`src/rtl/rs_alu_scheduler.sv`:
```
// Reservation station for the integer ALU: holds dispatched ops, snoops the ALU
// and LSB result buses for pending operands, and issues one ready op per cycle.
module rs_alu_scheduler #(
  parameter int DEPTH = 8,
  parameter int ROB_W = 5
) (
  input  logic             clk_in,
  input  logic             rst_in,
  input  logic             rdy_in,
  input  logic             _clear,
  input  logic             _dispatch_valid,
  input  logic [ROB_W-1:0] _dispatch_rob_id,
  input  logic [2:0]       _dispatch_op,
  input  logic             _dispatch_q1_busy,
  input  logic [ROB_W-1:0] _dispatch_q1,
  input  logic [31:0]      _dispatch_v1,
  input  logic             _dispatch_q2_busy,
  input  logic [ROB_W-1:0] _dispatch_q2,
  input  logic [31:0]      _dispatch_v2,
  output logic             _rs_full,
  input  logic             _cdb_alu_ready,
  input  logic [ROB_W-1:0] _cdb_alu_rob_id,
  input  logic [31:0]      _cdb_alu_value,
  input  logic             _cdb_lsb_ready,
  input  logic [ROB_W-1:0] _cdb_lsb_rob_id,
  input  logic [31:0]      _cdb_lsb_value,
  input  logic             _alu_full,
  output logic             _alu_ready,
  output logic [ROB_W-1:0] _alu_rob_id,
  output logic [2:0]       _alu_op,
  output logic [31:0]      _alu_v1,
  output logic [31:0]      _alu_v2
);

  localparam int IDX_W = $clog2(DEPTH);

  logic [DEPTH-1:0] busy;
  logic [DEPTH-1:0] q1_busy;
  logic [DEPTH-1:0] q2_busy;
  logic [2:0]       op_q   [DEPTH];
  logic [ROB_W-1:0] rob_q  [DEPTH];
  logic [ROB_W-1:0] q1_tag [DEPTH];
  logic [ROB_W-1:0] q2_tag [DEPTH];
  logic [31:0]      v1_q   [DEPTH];
  logic [31:0]      v2_q   [DEPTH];

  logic [DEPTH-1:0] eligible;
  logic [IDX_W-1:0] sel_idx;
  logic             sel_any;
  logic [IDX_W-1:0] free_idx;
  logic             issue_en;
  logic             disp_en;
  logic             d_q1_busy;
  logic             d_q2_busy;
  logic [31:0]      d_v1;
  logic [31:0]      d_v2;

  assign _rs_full = &busy;
  assign eligible = busy & ~q1_busy & ~q2_busy;
  assign issue_en = rdy_in && !_alu_full && sel_any;
  assign disp_en  = rdy_in && _dispatch_valid && !_rs_full;

  // Fixed priority: scanning downward leaves the lowest index selected.
  always_comb begin
    sel_idx  = '0;
    sel_any  = 1'b0;
    free_idx = '0;
    for (int i = DEPTH - 1; i >= 0; i--) begin
      if (eligible[i]) begin
        sel_idx = IDX_W'(i);
        sel_any = 1'b1;
      end
      if (!busy[i]) free_idx = IDX_W'(i);
    end
  end

  // A result broadcast in the dispatch cycle would otherwise be missed forever.
  always_comb begin
    d_q1_busy = _dispatch_q1_busy;
    d_v1      = _dispatch_v1;
    d_q2_busy = _dispatch_q2_busy;
    d_v2      = _dispatch_v2;
    if (_dispatch_q1_busy) begin
      if (_cdb_alu_ready && _cdb_alu_rob_id == _dispatch_q1) begin
        d_q1_busy = 1'b0;
        d_v1      = _cdb_alu_value;
      end else if (_cdb_lsb_ready && _cdb_lsb_rob_id == _dispatch_q1) begin
        d_q1_busy = 1'b0;
        d_v1      = _cdb_lsb_value;
      end
    end
    if (_dispatch_q2_busy) begin
      if (_cdb_alu_ready && _cdb_alu_rob_id == _dispatch_q2) begin
        d_q2_busy = 1'b0;
        d_v2      = _cdb_alu_value;
      end else if (_cdb_lsb_ready && _cdb_lsb_rob_id == _dispatch_q2) begin
        d_q2_busy = 1'b0;
        d_v2      = _cdb_lsb_value;
      end
    end
  end

  // Occupancy and issue outputs; issue data holds across a flush.
  always_ff @(posedge clk_in) begin
    if (rst_in) begin
      busy        <= '0;
      _alu_ready  <= 1'b0;
      _alu_rob_id <= '0;
      _alu_op     <= '0;
      _alu_v1     <= '0;
      _alu_v2     <= '0;
    end else if (_clear) begin
      busy       <= '0;
      _alu_ready <= 1'b0;
    end else if (rdy_in) begin
      _alu_ready <= issue_en;
      if (issue_en) begin
        busy[sel_idx] <= 1'b0;
        _alu_rob_id   <= rob_q[sel_idx];
        _alu_op       <= op_q[sel_idx];
        _alu_v1       <= v1_q[sel_idx];
        _alu_v2       <= v2_q[sel_idx];
      end
      if (disp_en) busy[free_idx] <= 1'b1;
    end
  end

  // Entry payload needs no reset: it is only observed while the entry is busy.
  always_ff @(posedge clk_in) begin
    if (!rst_in && !_clear && rdy_in) begin
      for (int i = 0; i < DEPTH; i++) begin
        if (busy[i] && q1_busy[i]) begin
          if (_cdb_alu_ready && _cdb_alu_rob_id == q1_tag[i]) begin
            q1_busy[i] <= 1'b0;
            v1_q[i]    <= _cdb_alu_value;
          end else if (_cdb_lsb_ready && _cdb_lsb_rob_id == q1_tag[i]) begin
            q1_busy[i] <= 1'b0;
            v1_q[i]    <= _cdb_lsb_value;
          end
        end
        if (busy[i] && q2_busy[i]) begin
          if (_cdb_alu_ready && _cdb_alu_rob_id == q2_tag[i]) begin
            q2_busy[i] <= 1'b0;
            v2_q[i]    <= _cdb_alu_value;
          end else if (_cdb_lsb_ready && _cdb_lsb_rob_id == q2_tag[i]) begin
            q2_busy[i] <= 1'b0;
            v2_q[i]    <= _cdb_lsb_value;
          end
        end
      end
      if (disp_en) begin
        op_q[free_idx]    <= _dispatch_op;
        rob_q[free_idx]   <= _dispatch_rob_id;
        q1_busy[free_idx] <= d_q1_busy;
        q1_tag[free_idx]  <= _dispatch_q1;
        v1_q[free_idx]    <= d_v1;
        q2_busy[free_idx] <= d_q2_busy;
        q2_tag[free_idx]  <= _dispatch_q2;
        v2_q[free_idx]    <= d_v2;
      end
    end
  end

endmodule

```
`config.mk`:
```
export PLATFORM = sky130hd
export DESIGN_NAME = rs_alu_scheduler
export DESIGN_NICKNAME = d
export VERILOG_FILES = /design/src/rtl/rs_alu_scheduler.sv
export SDC_FILE = /design/constraint.sdc
export NUM_CORES = 2
export LEC_CHECK = 0
export ABC_AREA = 0
export ABC_CLOCK_PERIOD_IN_PS = 8500
export CAP_MARGIN = 20
export CORE_MARGIN = 1.5
export CORE_UTILIZATION = 50
export CTS_CLUSTER_DIAMETER = 30
export DETAILED_ROUTE_END_ITERATION = 7
export PLACE_DENSITY = 0.7
export SYNTH_ARGS = -nofsm -noshare
export SYNTH_HDL_FRONTEND = slang
export SYNTH_SLANG_ARGS = --single-unit
export TNS_END_PERCENT = 20
```
`constraint.sdc`:
```
create_clock -name clk_in -period 8.5 [get_ports clk_in]
set_clock_uncertainty 0.15 [all_clocks]
set_input_delay 1.7 -clock clk_in [delete_from_list [all_inputs] [get_ports clk_in]]
set_output_delay 1.7 -clock clk_in [all_outputs]
set_load 0.01 [all_outputs]
```
==> metrics.txt <==
full die area=86940 sq um; final setup fails=0; f_max=184.0 MHz; R2R cell count=8; Seq cells post-synth=753; clock root buffer=clkbuf_16; Worst-path clk slew=0.05 ns; Static Leak=20.07 nW; Overflow after GRT=0; max-slew violations=0; syn avg cell area=12.26 sq um; cell accounting for the most synthesized area=edfxtp_1; critical path type=in -> reg; Worst EP required=8.79 ns; pre-CTS setup slack=2.467 ns; crit end category=register; Die Y-Extent=294.9 um; placed cells=4567; routed len/inst=32.26 um; Final Cycle Share=63.94%; IO Count=240; hold_buf cts=0; layout cells sized above 1=12.53%; Post-CTS Setup Bufs=0; number of CTS-inserted buffers=166; vias in the first global route=34030; CP max stage delay=0.91 ns; WL final=157400 um; EDFF count, synth=672; fin cells=4880; Distinct cells, synth=59; Async S/R FF share, synth=0%; Hold Path Cell Cnt=2; post_cts resized=0; GP Congestion=0.8854; estimated wirelength of the detail-placed design=84180 um; Net Count, Synth=3639; initial drt markers=4350; largest net degree at the start of global routing=79; Power, Total=11.03 mW; Startpoint Class=input pin; Pwr Density=214.3 nW/um^2; Tightest Pin Transition=1.208 ns; CTS tree=done; # fillers=6400; Setup WS post-layout=3.065 ns; First-pass DRT Iterations=6; starting density of the core=50.73%; initial antenna violation count=4; commonest non-fill, non-tap cell in the layout=mux2i_1; RSZ-0062 raised after global routing=no; cell count after synthesis=3473; total of max-cap violations=0; Hold Crit Class=reg -> reg; Core Area=83950 sq um; CP max FO=33; Netlist Area Pre-Place=42590 sq um; Clk Latency, worst-skew pair=0.75 ns; antenna viol nets, final=0; worst rel slew slack=19.43%; # rows=106; min Tclk post-route=5.435 ns; CP max-delay cell=a221o_2; area added between synthesis and finish=20.91%; vias per inst=6.871; Critical Path AT=5.72 ns; Die Wd=294.9 um; Seq/Total Area, Yosys=51.19%; Max VDD drop=0.2940 mV; Final nets=3768; total negative slack=0 ns; H-tree depth=4; Fin. Hold Viols=0; Buffers on Ports=239; status=completed; GRT Resource Usage Total=35.59%; clk sinks=753; routed via count=33530; synth top area cells=edfxtp_1 47%, mux2i_1 24%, dfxtp_1 3.8%; Main synth FF type=edfxtp_1; most frequent cells in the layout=1028 x mux2i_1, 672 x edfxtp_1, 237 x clkdlybuf4s50_1; first-pass GRT wire length=225000 um; worst path cell trace=clkdlybuf4s50_1 > buf_4 > nor2b_1 > a221o_2 > nor3_1 > o21a_2 > o2bb2ai_1 > mux2i_1; clock buffer depth=3; Synthesis Warnings=0; top cell type's share of synthesized area=47.38%; DRC=0
## final cells by class
type | count | area [sq um] | area share [%]
sequential | 753 | 21800 | 42.34
multi-input combinational | 2288 | 19190 | 37.27
clock buffer | 199 | 4338 | 8.424
timing repair buffer | 375 | 3423 | 6.648
tap | 1134 | 1419 | 2.755
clock inverter | 111 | 1247 | 2.422
inverter | 18 | 67.56 | 0.1312
antenna | 2 | 5.005 | 0.009719
## path summary, 6_finish.rpt
check / start / end / slack [ns]
setup / recovery: _cdb_lsb_rob_id[2] / v2_q[4][30] / 3.06
hold reg to reg: _alu_v1[2] / _alu_v1[2] / 0.32
setup reg to reg: busy[3] / _alu_v2[17] / 3.53
hold / removal: _alu_v1[2] / _alu_v1[2] / 0.32
## stage by stage
stage / area, sq um / util (%) / hold slack [ns]
finish: 51500 / 61.34 / 0.3225
detailed placement: 45880 / 54.65 / 0.3088
global placement: 45880 / 54.65 / 0.2946
floorplan: 42590 / - / 0.3391
CTS: 51460 / 61.30 / 0.3188
global route: 51490 / 61.33 / 0.3365
## state kept, by name, indices dropped and copies added (netlist names), 24 cells and up
register  cells
v1_q        256
v2_q        256
q1_tag       40
q2_tag       40
rob_q        40
_alu_v1      32
_alu_v2      32
op_q         24
## Yosys cell counts, drive strengths merged (16+ instances only)
cell        n
a21oi      84
a221oi    143
a22oi      71
and3       16
buf       174
clkbuf    240
dfxtp      81
edfxtp    672
inv        18
mux2i    1028
nand2     163
nand3     111
nor2       81
nor2b      21
nor3       17
nor4       34
o21ai      39
o221ai     72
o22ai      33
o2bb2ai    64
o41ai      35
or3        37
xnor2      49
xor2      128
## report_power, final
part           switching (mW)  internal, mW  leakage, nW
Combinational           0.386         0.235         10.6
Sequential            0.00706          4.05         6.70
Clock                    2.14          4.22         2.72
## critical path: cells and delay by family
kind	cells	cell delay, ns
AOI/OAI and AO/OA	3	2.29
buffers and inverters	2	1.22
muxes	1	0.18
and+or+nand+nor	2	0.31
## metal layers
layer	GRT usage (%)	part of all wire, %
met4	19.07	5.1
met1	45.34	37
met5	0	0.017
met3	8.551	12
met2	56.03	46
## cells by family after synthesis
family / Yosys count / share of synthesized area [%]
xor+xnor: 177 / 3.640
mux: 1028 / 24.16
compound gates: 566 / 10.25
buf+inv: 432 / 4.651
simple gates: 517 / 6.108
flops: 753 / 51.19
Note: power is estimated with default switching activity, not from simulation.
